**src/rtl/mesm6_io_master_pkg.sv**
```systemverilog
// Shared constants and types for the MESM-6 peripheral register bus.
package mesm6_io_master_pkg;

    localparam int IO_ADDR_W   = 15;
    localparam int IO_DATA_W   = 48;
    localparam int IO_REG_BITS = 3;

    typedef enum logic [1:0] {
        IDLE,
        STROBE,
        WAIT,
        RESP
    } io_state_t;

endpackage

```
**src/rtl/mesm6_io_master.sv**
```systemverilog
// MESM-6 peripheral bus initiator: takes one CPU I/O request at a time,
// strobes the addressed slot for one cycle and waits (bounded) for its done.
module mesm6_io_master
    import mesm6_io_master_pkg::*;
#(
    parameter int NSLOTS  = 4,
    parameter int TIMEOUT = 255
) (
    input  logic                        clk,
    input  logic                        reset,
    input  logic [IO_ADDR_W-1:0]        cpu_addr,
    input  logic                        cpu_read,
    input  logic                        cpu_write,
    input  logic [IO_DATA_W-1:0]        cpu_wdata,
    output logic [IO_DATA_W-1:0]        cpu_rdata,
    output logic                        cpu_done,
    output logic                        cpu_error,
    output logic [IO_ADDR_W-1:0]        io_addr,
    output logic [IO_DATA_W-1:0]        io_wdata,
    output logic [NSLOTS-1:0]           io_read,
    output logic [NSLOTS-1:0]           io_write,
    input  logic [NSLOTS*IO_DATA_W-1:0] io_rdata,
    input  logic [NSLOTS-1:0]           io_done
);

    localparam int SB = (NSLOTS > 1) ? $clog2(NSLOTS) : 1;
    localparam int CW = $clog2(TIMEOUT + 1);
    localparam logic [CW-1:0] CNT_LAST = CW'(TIMEOUT);

    io_state_t      state;
    logic [SB-1:0]  slot_q;
    logic [CW-1:0]  cnt;

    function automatic logic [SB-1:0] slot_of(input logic [IO_ADDR_W-1:0] a);
        return a[IO_REG_BITS +: SB];
    endfunction

    function automatic logic req_legal(input logic [IO_ADDR_W-1:0] a,
                                       input logic rd, input logic wr);
        logic upper_ok;
        logic slot_ok;
        upper_ok = (a >> (IO_REG_BITS + SB)) == '0;
        slot_ok  = 32'(slot_of(a)) < NSLOTS;
        return upper_ok && slot_ok && !(rd && wr);
    endfunction

    // Request/strobe/wait/response sequencer with registered bus and CPU outputs.
    always_ff @(posedge clk) begin
        if (reset) begin
            state     <= IDLE;
            slot_q    <= '0;
            cnt       <= '0;
            cpu_rdata <= '0;
            cpu_done  <= 1'b0;
            cpu_error <= 1'b0;
            io_addr   <= '0;
            io_wdata  <= '0;
            io_read   <= '0;
            io_write  <= '0;
        end else begin
            io_read   <= '0;
            io_write  <= '0;
            cpu_done  <= 1'b0;
            cpu_error <= 1'b0;
            cpu_rdata <= '0;
            case (state)
                IDLE: begin
                    if (cpu_read || cpu_write) begin
                        io_addr  <= cpu_addr;
                        io_wdata <= cpu_wdata;
                        slot_q   <= slot_of(cpu_addr);
                        if (req_legal(cpu_addr, cpu_read, cpu_write)) begin
                            state <= STROBE;
                            if (cpu_write)
                                io_write <= NSLOTS'(1) << slot_of(cpu_addr);
                            else
                                io_read  <= NSLOTS'(1) << slot_of(cpu_addr);
                        end else begin
                            state     <= RESP;
                            cpu_done  <= 1'b1;
                            cpu_error <= 1'b1;
                        end
                    end
                end
                STROBE: begin
                    state <= WAIT;
                    cnt   <= '0;
                end
                WAIT: begin
                    if (io_done[slot_q]) begin
                        cpu_rdata <= io_rdata[slot_q*IO_DATA_W +: IO_DATA_W];
                        cpu_done  <= 1'b1;
                        state     <= RESP;
                    end else if (cnt == CNT_LAST) begin
                        cpu_done  <= 1'b1;
                        cpu_error <= 1'b1;
                        state     <= RESP;
                    end else begin
                        cnt <= cnt + CW'(1);
                    end
                end
                RESP: begin
                    state <= IDLE;
                end
                default: state <= IDLE;
            endcase
        end
    end

endmodule

```
**config.mk**
```make
export PLATFORM = sky130hd
export DESIGN_NAME = mesm6_io_master
export DESIGN_NICKNAME = d
export VERILOG_FILES = /design/src/rtl/mesm6_io_master_pkg.sv /design/src/rtl/mesm6_io_master.sv
export SDC_FILE = /design/constraint.sdc
export NUM_CORES = 1
export LEC_CHECK = 0
export BUFFER_PORTS_ARGS = -buffer_cell sky130_fd_sc_hd__clkbuf_2
export CAP_MARGIN = 20
export CORE_AREA = 2 2 148 150
export DETAILED_ROUTE_END_ITERATION = 12
export DIE_AREA = 0 0 150 152
export SYNTH_ARGS = -nofsm -noshare
export SYNTH_HDL_FRONTEND = slang
export SYNTH_SLANG_ARGS = --single-unit
```
**constraint.sdc**
```tcl
create_clock -name clk -period 1.85 [get_ports clk]
set_input_delay 0.37 -clock clk [delete_from_list [all_inputs] [get_ports clk]]
set_output_delay 0.37 -clock clk [all_outputs]
set_load 0.05 [all_outputs]
```
# ---- Yosys cells after proc, flatten, opt, wreduce, memory -nomap -nowiden
# Cells that the tools add are included.
dict set report totals {
  elab_cells 59
  inputBits 263
  regBits 133
  output_inout_bits 121
}
dict set report classes {
  mul 1
  add_sub_neg 1
  reduce_logical 13
  eq_ne 8
  n_bitwise 6
  order_cmp 1
  shift 2
  mux 17
}
# operator count
set ops {}
lappend ops {{$shiftx 192x9->48} 1}
lappend ops {{$mux 8} 2}
lappend ops {{$pmux 8 s2} 1}
lappend ops {{$logic_not 15->1} 1}
lappend ops {{$reduce_or 5->1} 2}
lappend ops {{$add 8x1->8 const B} 1}
lappend ops {{$eq 8x8->1 const B} 1}
lappend ops {{$mux 2} 4}
lappend ops {{$pmux 2 s4} 1}
lappend ops {{$mux 1} 6}
lappend ops {{$ne 2x2->1 const B} 3}
lappend ops {{$not 1->1} 6}
lappend ops {{$eq 2x2->1 const B} 2}
lappend ops {{$mul 2x2->4 const B} 1}
lappend ops {{$pmux 1 s2} 2}
lappend ops {{$reduce_and 2->1} 2}
lappend ops {{$shl 1x2->4 const A} 1}
lappend ops {{$lt 2x3->1 const B} 1}
lappend ops {{$ne 3x3->1 const B} 1}
lappend ops {{$reduce_and 3->1} 1}
lappend ops {{$reduce_or 3->1} 1}
lappend ops {{$bmux 1 s2} 1}
lappend ops {{$eq 2x1->1 const B} 1}
lappend ops {{$logic_and 1x1->1} 2}
lappend ops {{other kinds (4)} 4}

# ---- Logic depth before layout (Yosys ltp)
# Gate-level depths: netlist (run 1).
dict set report depth {
  depth_word 6
  ltp_mapped 8
  ltp_nobuf 6
}

# ---- Worst setup path before layout (run 1)
# Ideal clock, no wire load.
dict set report synth_timing {
  kind {register to register}
  from {register io_addr[3] (netlist name)}
  to {register cnt[5]}
  n_path_buf 2
  stages_incl_launch_ff 7
  required_ns 1.780
  setup_slack_ns -0.453
  arrival_ns 2.232
  synth_period_minus_slack_ns 2.303
  setup_time_ns 0.070
  cell_sequence {dfxtp_1 clkbuf_2 mux4_2 buf_6 a2111oi_4 mux2_1 a21oi_1}
}
# element line
set synth_lines {}
lappend synth_lines {{end signal, assigned} mesm6_io_master.sv:99} ;# cnt <= cnt + CW'(1);
lappend synth_lines {{end, declared} mesm6_io_master.sv:32} ;# logic [CW-1:0] cnt;

==> impl_metrics.csv, run 1 <==
group,metric,value,unit
placement,dp.cells,1190,
critical_path,arrival,2.12,ns
timing,grt_setup_unrepaired,"true",
timing,worstMarginPinSlew,0.511,ns
clock_tree,cts_hold_buf,0,
power_and_ir_drop,ir_worst_vdd,0.000602,V
timing,slew-limit-headroom,65.8,%
power_and_ir_drop,power.density,1370,mW/mm^2
timing,finClkSkew,0.00835,ns
finish,post-route-util,40.3,%
routing,wl_per_cell,17.0,um
critical_path,r2r_cells,4,
routing,antenna_left,0,
placement,hpwl,16.0,mm
critical_path,start_kind,"register",
logic_synthesis,synth_cell_types,39,
global_route,grtUsageTotal,17.9,%
timing,finalSetupTns,0,ns
routing,drc,0,
finish,nets,1198,
finish,ff_latch_area,0.00263,mm^2
power_and_ir_drop,internal-power,0.00710,W
clock_tree,cts_sinks,131,
finish,layout_commonest_cell,"clkbuf_2",
routing,drt_iter0_markers,259,
logic_synthesis,netlist_instances,547,
timing,slew_violations,0,
global_route,grt_pass1_vias,5715,
global_route,antenna_found_initial,5,
finish,finalNonFillerCells,1224,
finish,layout-area-overhead-vs-synth,54.7,%
logic_synthesis,synth_flop_cell,"dfxtp_1",
logic_synthesis,synth-edff-count,0,
logic_synthesis,synth_area_leaders,"dfxtp_1, mux4_2, nand2_1",
critical_path,cp.required,2.15,ns
global_route,grt.overflow.total,0,
power_and_ir_drop,p_sw,0.00468,W
floorplan,rows,54,
routing,routed-via-count,5616,
critical_path,r2r_slack,0.02,ns
logic_synthesis,synth_top_area_share,47.1,%
power_and_ir_drop,leakage,3.92,nW
power_and_ir_drop,switching_share,39.8,%
logic_synthesis,synth_seq_cells,131,
floorplan,io_pins,384,
routing,dr.pass1.iters,4,
timing,min_period_over_period,98.7,%
global_route,grt_pass1_wl,31.1,mm
clock_tree,clk_latency,0.41,ns
floorplan,start_util,26.1,%
logic_synthesis,syn_nets,814,
floorplan,die_w,150,um
logic_synthesis,seq_area_frac_synth,47.1,%
clock_tree,postCtsSetupBuffers,0,
clock_tree,cts.path.max_buffers,2,
finish,mostFrequentLayoutCells,"clkbuf_2, nand2_1, dfxtp_1",
critical_path,worstPathMaxFanout,5,
routing,via_per_inst,4.59,
placement,io_buffers,383,
placement,gp_congestion,0.814,
hold_path,min_path_type,"in -> reg",
routing,routed_wl,20.8,mm
clock_tree,path_clk_slew,0.06,ns
power_and_ir_drop,power,0.0118,W
logic_synthesis,yosys_warnings,0,
floorplan,core,0.0214,mm^2
clock_tree,cts_tree,"done",
timing,fin_crit,1.83,ns
critical_path,endpoint_kind,"register",
timing,setup_viol,0,
power_and_ir_drop,seq_power_share,29.7,%
power_and_ir_drop,clkPwrFrac,29.1,%
critical_path,criticalPathCategory,"reg -> reg",
logic_synthesis,synth.largest_area_cell,"dfxtp_1",
logic_synthesis,netlist_area,0.00557,mm^2
finish,n_fill_cell,2195,
floorplan,die_area,0.0228,mm^2
finish,drive_gt1_share,52.5,%
clock_tree,numCtsBuffers,17,
power_and_ir_drop,power_frac_comb,41.2,%
clock_tree,htree_num_levels,4,
logic_synthesis,synthArstFlopShare,0,%
floorplan,die_h,152,um
hold_path,worstHoldPathCells,3,
run,drv_cap,0,
timing,worst_hold_slack,0.171,ns
timing,finalHoldViolCount,0,
logic_synthesis,avgSynthCellArea,10.2,um^2
finish,multiInputGateArea,0.00278,mm^2
clock_tree,root_buffer,"clkbuf_16",
timing,fmax,0.548,GHz
global_route,grt_max_degree,52,
run_status,status,"completed",
-- what timing repair did --
action,in CTS,in global routing
cloned,2,0
setup endpoints to repair,1,3
resized for setup,4,2
-- path summary, 6_finish.rpt --
path,from,to
worst max register to register,io_addr[3],cnt[3]
worst min register to register,io_wdata[0],io_wdata[0]
worst min-delay path,cpu_wdata[27],io_wdata[27]
worst max-delay path,io_addr[3],cnt[3]
-- synthesized netlist by cell type, types with 2 or more instances --
library cell and count:
a211o_1 2, a211oi_2 2, a21oi_1 71, and2_1 2, and3_1 3, buf_1 5
buf_2 8, clkbuf_1 26, dfxtp_1 131, ha_1 4, inv_1 6, mux2_1 2
mux4_2 49, nand2_1 136, nand2b_1 3, nand3_1 6, nand4_1 5, nor2_1 9
nor2b_1 49, nor3_1 5, nor4_1 3, o211ai_1 2, o21ai_1 2
-- power by group through the flow --
stage,registers (W),logic [W],clock network [W]
floorplan,0.00501,0.00188,0
global placement,0.00354,0.00473,0
detailed placement,0.00356,0.00476,0
CTS,0.00350,0.00490,0.00354
global route,0.00355,0.00520,0.00366
finish,0.00350,0.00485,0.00343
-- critical path, stage by stage (launching register included) --
cell      delay, ns
dfxtp_4        0.36
mux4_2         0.55
a211oi_2       0.34
nand4_1        0.15
mux2_1         0.32
-- registers in the layout, indices dropped and copies added (netlist names) --
name	flops
cnt	8
cpu_done	1
cpu_error	1
cpu_rdata	48
io_addr	15
io_read	4
io_wdata	48
io_write	4
state	2
-- cell families after synthesis --
| kind of cell | share of synthesized area [%] |
|---|---|
| compound gates | 9.17 |
| fa+ha+maj | 0.899 |
| buf+inv | 3.51 |
| flops | 47.1 |
| mux | 20.6 |
| simple gates | 18.7 |
-- through the flow --
step	setup slack (ns)	area [um^2]
global placement	-0.0678	7920
global route	-0.0355	8610
detailed placement	-0.0810	7920
CTS	0.0211	8600
floorplan	-0.121	5580
finish	0.0236	8610
-- area by class of cell --
type / count / area share (%)
sequential: 131 / 30.5
timing repair buffer: 406 / 26.0
multi-input combinational: 369 / 32.2
inverter: 6 / 0.262
clock buffer: 19 / 5.03
antenna: 1 / 0.0291
tap: 280 / 4.07
clock inverter: 12 / 1.83
-- layer usage --
layer  GRT usage, %  up-vias  wire (um)
met5              0        -         48
met4           6.60        8        453
met3           6.88       39       1930
met2           29.5      240       9790
li1               -     2684          -
met1           21.1     2645       8570
No activity file was read; power rests on OpenSTA's default activity.
==> run 2, diff against run 1 <==
PLACE_DENSITY = 0.67   (was not set)
==> impl_metrics.csv, run 2 (synthesized netlist as in run 1, its figures left out) <==
group,metric,value,unit
critical_path,criticalPathCategory,"reg -> reg",
routing,routed_wl,21.0,mm
critical_path,start_kind,"register",
power_and_ir_drop,clkPwrFrac,30.5,%
finish,nets,1205,
hold_path,hp-start,"cpu_wdata[33]",
power_and_ir_drop,ir_worst_vdd,0.000596,V
global_route,grt.overflow.total,0,
finish,drive_gt1_share,53.3,%
critical_path,worstPathMaxFanout,4,
finish,mostFrequentLayoutCells,"clkbuf_2, nand2_1, dfxtp_1",
hold_path,hold_path_end,"io_wdata[33]",
routing,drt_iter0_markers,366,
clock_tree,cts_hold_buf,0,
clock_tree,cts.path.max_buffers,2,
timing,worstMarginPinSlew,0.544,ns
routing,antenna_left,0,
placement,hpwl,16.3,mm
critical_path,r2r-end,"cnt[7]",
floorplan,core,0.0214,mm^2
timing,setup_ws,-0.0371,ns
floorplan,die_area,0.0228,mm^2
timing,slew_violations,0,
routing,drc,0,
floorplan,rows,54,
power_and_ir_drop,leakage,3.99,nW
run_status,status,"complete, but fails checks",
global_route,grt_max_degree,51,
hold_path,worstHoldPathCells,3,
clock_tree,numCtsBuffers,17,
critical_path,r2r-start,"io_addr[3]",
finish,final_area,0.00873,mm^2
critical_path,cp.required,2.20,ns
clock_tree,cts_tree,"done",
critical_path,arrival,2.23,ns
floorplan,die_h,152,um
routing,dr.pass1.iters,4,
power_and_ir_drop,power,0.0121,W
floorplan,start_util,26.1,%
critical_path,r2r_cells,4,
power_and_ir_drop,power_frac_comb,40.6,%
finish,top_regs,"cpu_rdata (48), io_wdata (48), io_addr (15)",
timing,grt_setup_unrepaired,"true",
routing,wl_per_cell,17.0,um
global_route,grt_pass1_wl,31.1,mm
global_route,grt_pass1_vias,5601,
global_route,antenna_found_initial,4,
finish,layout_commonest_cell,"clkbuf_2",
clock_tree,htree_num_levels,4,
critical_path,cp_slowest_cell,"mux4_2",
power_and_ir_drop,p_sw,0.00472,W
timing,fin_crit,1.89,ns
timing,finalHoldViolCount,0,
run,drv_cap,0,
timing,slew-limit-headroom,63.7,%
placement,io_buffers,383,
placement,gp_congestion,0.881,
floorplan,die_w,150,um
global_route,grtUsageTotal,17.9,%
run_status,violations,"setup timing",
routing,via_per_inst,4.60,
timing,fmax,0.530,GHz
clock_tree,path_clk_slew,0.07,ns
timing,min_period_over_period,102,%
clock_tree,root_buffer,"clkbuf_16",
power_and_ir_drop,switching_share,39.0,%
timing,setup_viol,2,
clock_tree,clk_latency,0.42,ns
critical_path,cp_cell_sequence,"mux4_2 > buf_6 > or4b_1 > a21oi_2",
power_and_ir_drop,power.density,1390,mW/mm^2
finish,layout-area-overhead-vs-synth,56.9,%
hold_path,min_path_type,"in -> reg",
placement,placed_cell_area,0.00795,mm^2
floorplan,io_pins,384,
power_and_ir_drop,seq_power_share,28.8,%
critical_path,cp_slowest_stage_delay,0.60,ns
critical_path,crit_family,"multiplexers",
critical_path,path_buf_inv,1,
critical_path,endpoint_kind,"register",
timing,finClkSkew,0.0124,ns
critical_path,r2r_slack,-0.04,ns
power_and_ir_drop,internal-power,0.00740,W
routing,routed-via-count,5674,
clock_tree,cts_sinks,131,
==> run 2: layer usage <==
metal	track usage, %	up-vias	share of wire (%)
met5	0	-	0.15
met4	6.33	4	2.2
met3	5.62	36	9.4
met2	28.7	293	47
met1	22.6	2650	41
li1	-	2691	-
==> run 2: area by class of cell <==
type                    count  area, um^2
well taps                 280         350
fillers                  2110       12600
clock buffers              21         470
clock inverters            11         176
flip-flops and latches    131        2630
repair buffers            413        2290
diodes                      2        5.00
multi-input cells         369        2790
inverters                   6        22.5
==> run 2: power groups by stage <==
stage	Clock, W	Sequential [W]	Combinational [W]
after floorplan	0	0.00501	0.00188
after global placement	0	0.00354	0.00476
final	0.00370	0.00350	0.00493
after CTS	0.00380	0.00350	0.00491
after global routing	0.00393	0.00354	0.00527
after detailed placement	0	0.00355	0.00481
==> run 2: timing repair <==
action                                 CTS  global route
buffers inserted                         1             4
gates resized for setup                  7             6
setup endpoints to repair                2             5
endpoints found under the hold margin    0             0
cloned                                   1             0
pin swaps                                4             1
==> run 2: how the worst max path moves through the flow <==
stage / from / to / slack, ns / depth (start not counted)
finish: io_addr[3] / cnt[7] / -0.04 / 4
global route: io_addr[3] / cnt[7] / -0.07 / 4
CTS: io_addr[3] / cnt[5] / -0.01 / 5
detailed placement: io_done[3] / cnt[7] / -0.13 / 6
global placement: io_done[3] / cnt[5] / -0.09 / 6
floorplan: io_addr[3] / cnt[5] / -0.12 / 6
==> run 2: tightest hold or removal path: stages <==
cell and delay (ns):
clkbuf_2 0.08, nand2_1 0.04, a21oi_1 0.05
==> run 2: stage by stage <==
| step | setup slack (ns) | instances | TNS [ns] | hold WS [ns] | utilization, % |
|---|---|---|---|---|---|
| 2_1_floorplan | -0.121 | 547 | -0.440 | 0.448 | - |
| 3_3_place_gp | -0.0936 | 1193 | -0.246 | 0.441 | 37.2 |
| 3_5_place_dp | -0.129 | 1193 | -0.321 | 0.446 | 37.2 |
| 4_1_cts | -0.0150 | 1227 | -0.0256 | 0.146 | 40.6 |
| 5_1_grt | -0.0677 | 1232 | -0.207 | 0.157 | 40.9 |
| 6_report | -0.0371 | 1233 | -0.0427 | 0.166 | 40.9 |
==> run 3, diff against run 2 <==
RECOVER_POWER = 100   (was not set)
==> impl_metrics.csv, run 3 (synthesized netlist as in run 1, its figures left out) <==
group,metric,value,unit
run,drv_cap,0,
global_route,met2_usage,28.7,%
critical_path,arrival,2.23,ns
global_route,gr-max-usage-layer,"met2",
clock_tree,numCtsBuffers,17,
finish,post-route-util,40.0,%
global_route,antenna_found_initial,4,
timing,slew-limit-headroom,47.7,%
critical_path,cp_slowest_stage_delay,0.60,ns
placement,dp.cells,1193,
finish,top_regs,"cpu_rdata (48), io_wdata (48), io_addr (15)",
timing,finalSetupTns,-0.0525,ns
finish,layout_commonest_cell,"clkbuf_2",
floorplan,core,0.0214,mm^2
floorplan,start_util,26.1,%
clock_tree,clk_latency,0.42,ns
routing,routed-via-count,5671,
floorplan,rows,54,
finish,mostFrequentLayoutCells,"clkbuf_2, nand2_1, dfxtp_1",
timing,grt_setup_unrepaired,"true",
global_route,grt.overflow.total,0,
finish,nets,1205,
placement,io_buffers,383,
power_and_ir_drop,power,0.0119,W
hold_path,worstHoldPathCells,3,
timing,slew_violations,0,
critical_path,cp_slowest_cell,"mux4_2",
timing,fin_crit,1.89,ns
routing,drc,0,
clock_tree,cts.path.max_buffers,2,
floorplan,die_w,150,um
power_and_ir_drop,ir_worst_vdd,0.000593,V
placement,gp_congestion,0.881,
critical_path,criticalPathCategory,"reg -> reg",
floorplan,io_pins,384,
clock_tree,root_buffer,"clkbuf_16",
timing,fmax,0.529,GHz
finish,layout-area-overhead-vs-synth,53.5,%
critical_path,start_kind,"register",
global_route,grt_pass1_wl,31.1,mm
timing,worstMarginPinSlew,0.788,ns
hold_path,min_path_type,"in -> reg",
routing,drt_iter0_markers,384,
critical_path,worstPathMaxFanout,4,
clock_tree,cts_sinks,131,
clock_tree,htree_num_levels,4,
routing,antenna_left,0,
power_and_ir_drop,power.density,1390,mW/mm^2
routing,wl_per_cell,17.0,um
finish,drive_gt1_share,40.5,%
routing,routed_wl,21.0,mm
critical_path,cp.required,2.19,ns
floorplan,die_area,0.0228,mm^2
routing,via_per_inst,4.60,
critical_path,r2r_cells,4,
clock_tree,path_clk_slew,0.06,ns
timing,finalHoldViolCount,0,
routing,dr.pass1.iters,5,
global_route,grt_max_degree,51,
timing,finClkSkew,0.0100,ns
timing,setup_ws,-0.0392,ns
finish,finalNonFillerCells,1233,
run_status,violations,"setup timing",
global_route,met1_usage,22.6,%
global_route,grtUsageTotal,17.9,%
floorplan,die_h,152,um
timing,setup_viol,3,
timing,min_period_over_period,102,%
global_route,met3_usage,5.62,%
global_route,grt_pass1_vias,5601,
critical_path,cp_cell_sequence,"mux4_2 > buf_6 > or4b_1 > a21oi_2",
power_and_ir_drop,leakage,3.57,nW
run_status,status,"complete, but fails checks",
clock_tree,cts_tree,"done",
placement,hpwl,16.3,mm
critical_path,endpoint_kind,"register",
[run 3: area by class of cell]
| class | count | area (um^2) |
|---|---|---|
| fill | 2169 | 12800 |
| multi-input combinational | 369 | 2780 |
| sequential | 131 | 2630 |
| timing repair buffer | 413 | 2110 |
| clock buffer | 21 | 470 |
| tap | 280 | 350 |
| clock inverter | 11 | 176 |
| inverter | 6 | 22.5 |
| antenna | 2 | 5.00 |
[run 3: metal layers]
metal	share of wire [%]	up-vias
met4	2.3	4
met2	47	297
met3	9.4	34
li1	-	2696
met5	0.15	-
met1	41	2640
[run 3: critical path: cells and delay by family, from the launching register on]
| kind | cells | cell delay (ns) |
|---|---|---|
| flops | 1 | 0.36 |
| compound gates | 1 | 0.15 |
| mux | 1 | 0.60 |
| buf+inv | 1 | 0.17 |
| simple gates | 1 | 0.53 |
[run 3: power by group]
part | internal [W] | total [W] | switching [W]
clock | 0.00238 | 0.00370 | 0.00132
sequential | 0.00328 | 0.00349 | 0.000212
combinational | 0.00155 | 0.00471 | 0.00316
total | 0.00721 | 0.0119 | 0.00469
[run 3: worst paths after layout]
path	from	slack (ns)	to
worst min register to register	io_wdata[9]	0.45	io_wdata[9]
worst max register to register	io_addr[3]	-0.04	cnt[7]
worst min-delay path	cpu_wdata[33]	0.16	io_wdata[33]
worst max-delay path	io_addr[3]	-0.04	cnt[7]
[run 3: per-stage QoR]
step / hold slack, ns / worst slack, ns / cell area (um^2)
floorplan: 0.448 / -0.121 / 5580
global placement: 0.441 / -0.0936 / 7950
detailed placement: 0.446 / -0.129 / 7950
CTS: 0.146 / -0.0150 / 8660
global route: 0.157 / -0.0677 / 8540
finish: 0.165 / -0.0392 / 8540
[run 3: timing repair]
item | 4_1_cts | 5_1_grt
buffers inserted | 1 | 4
gates cloned | 1 | 0
hold buffers | 0 | 0
pin swaps | 4 | 1
gates resized for setup | 7 | 6
endpoints found under the setup margin | 2 | 5
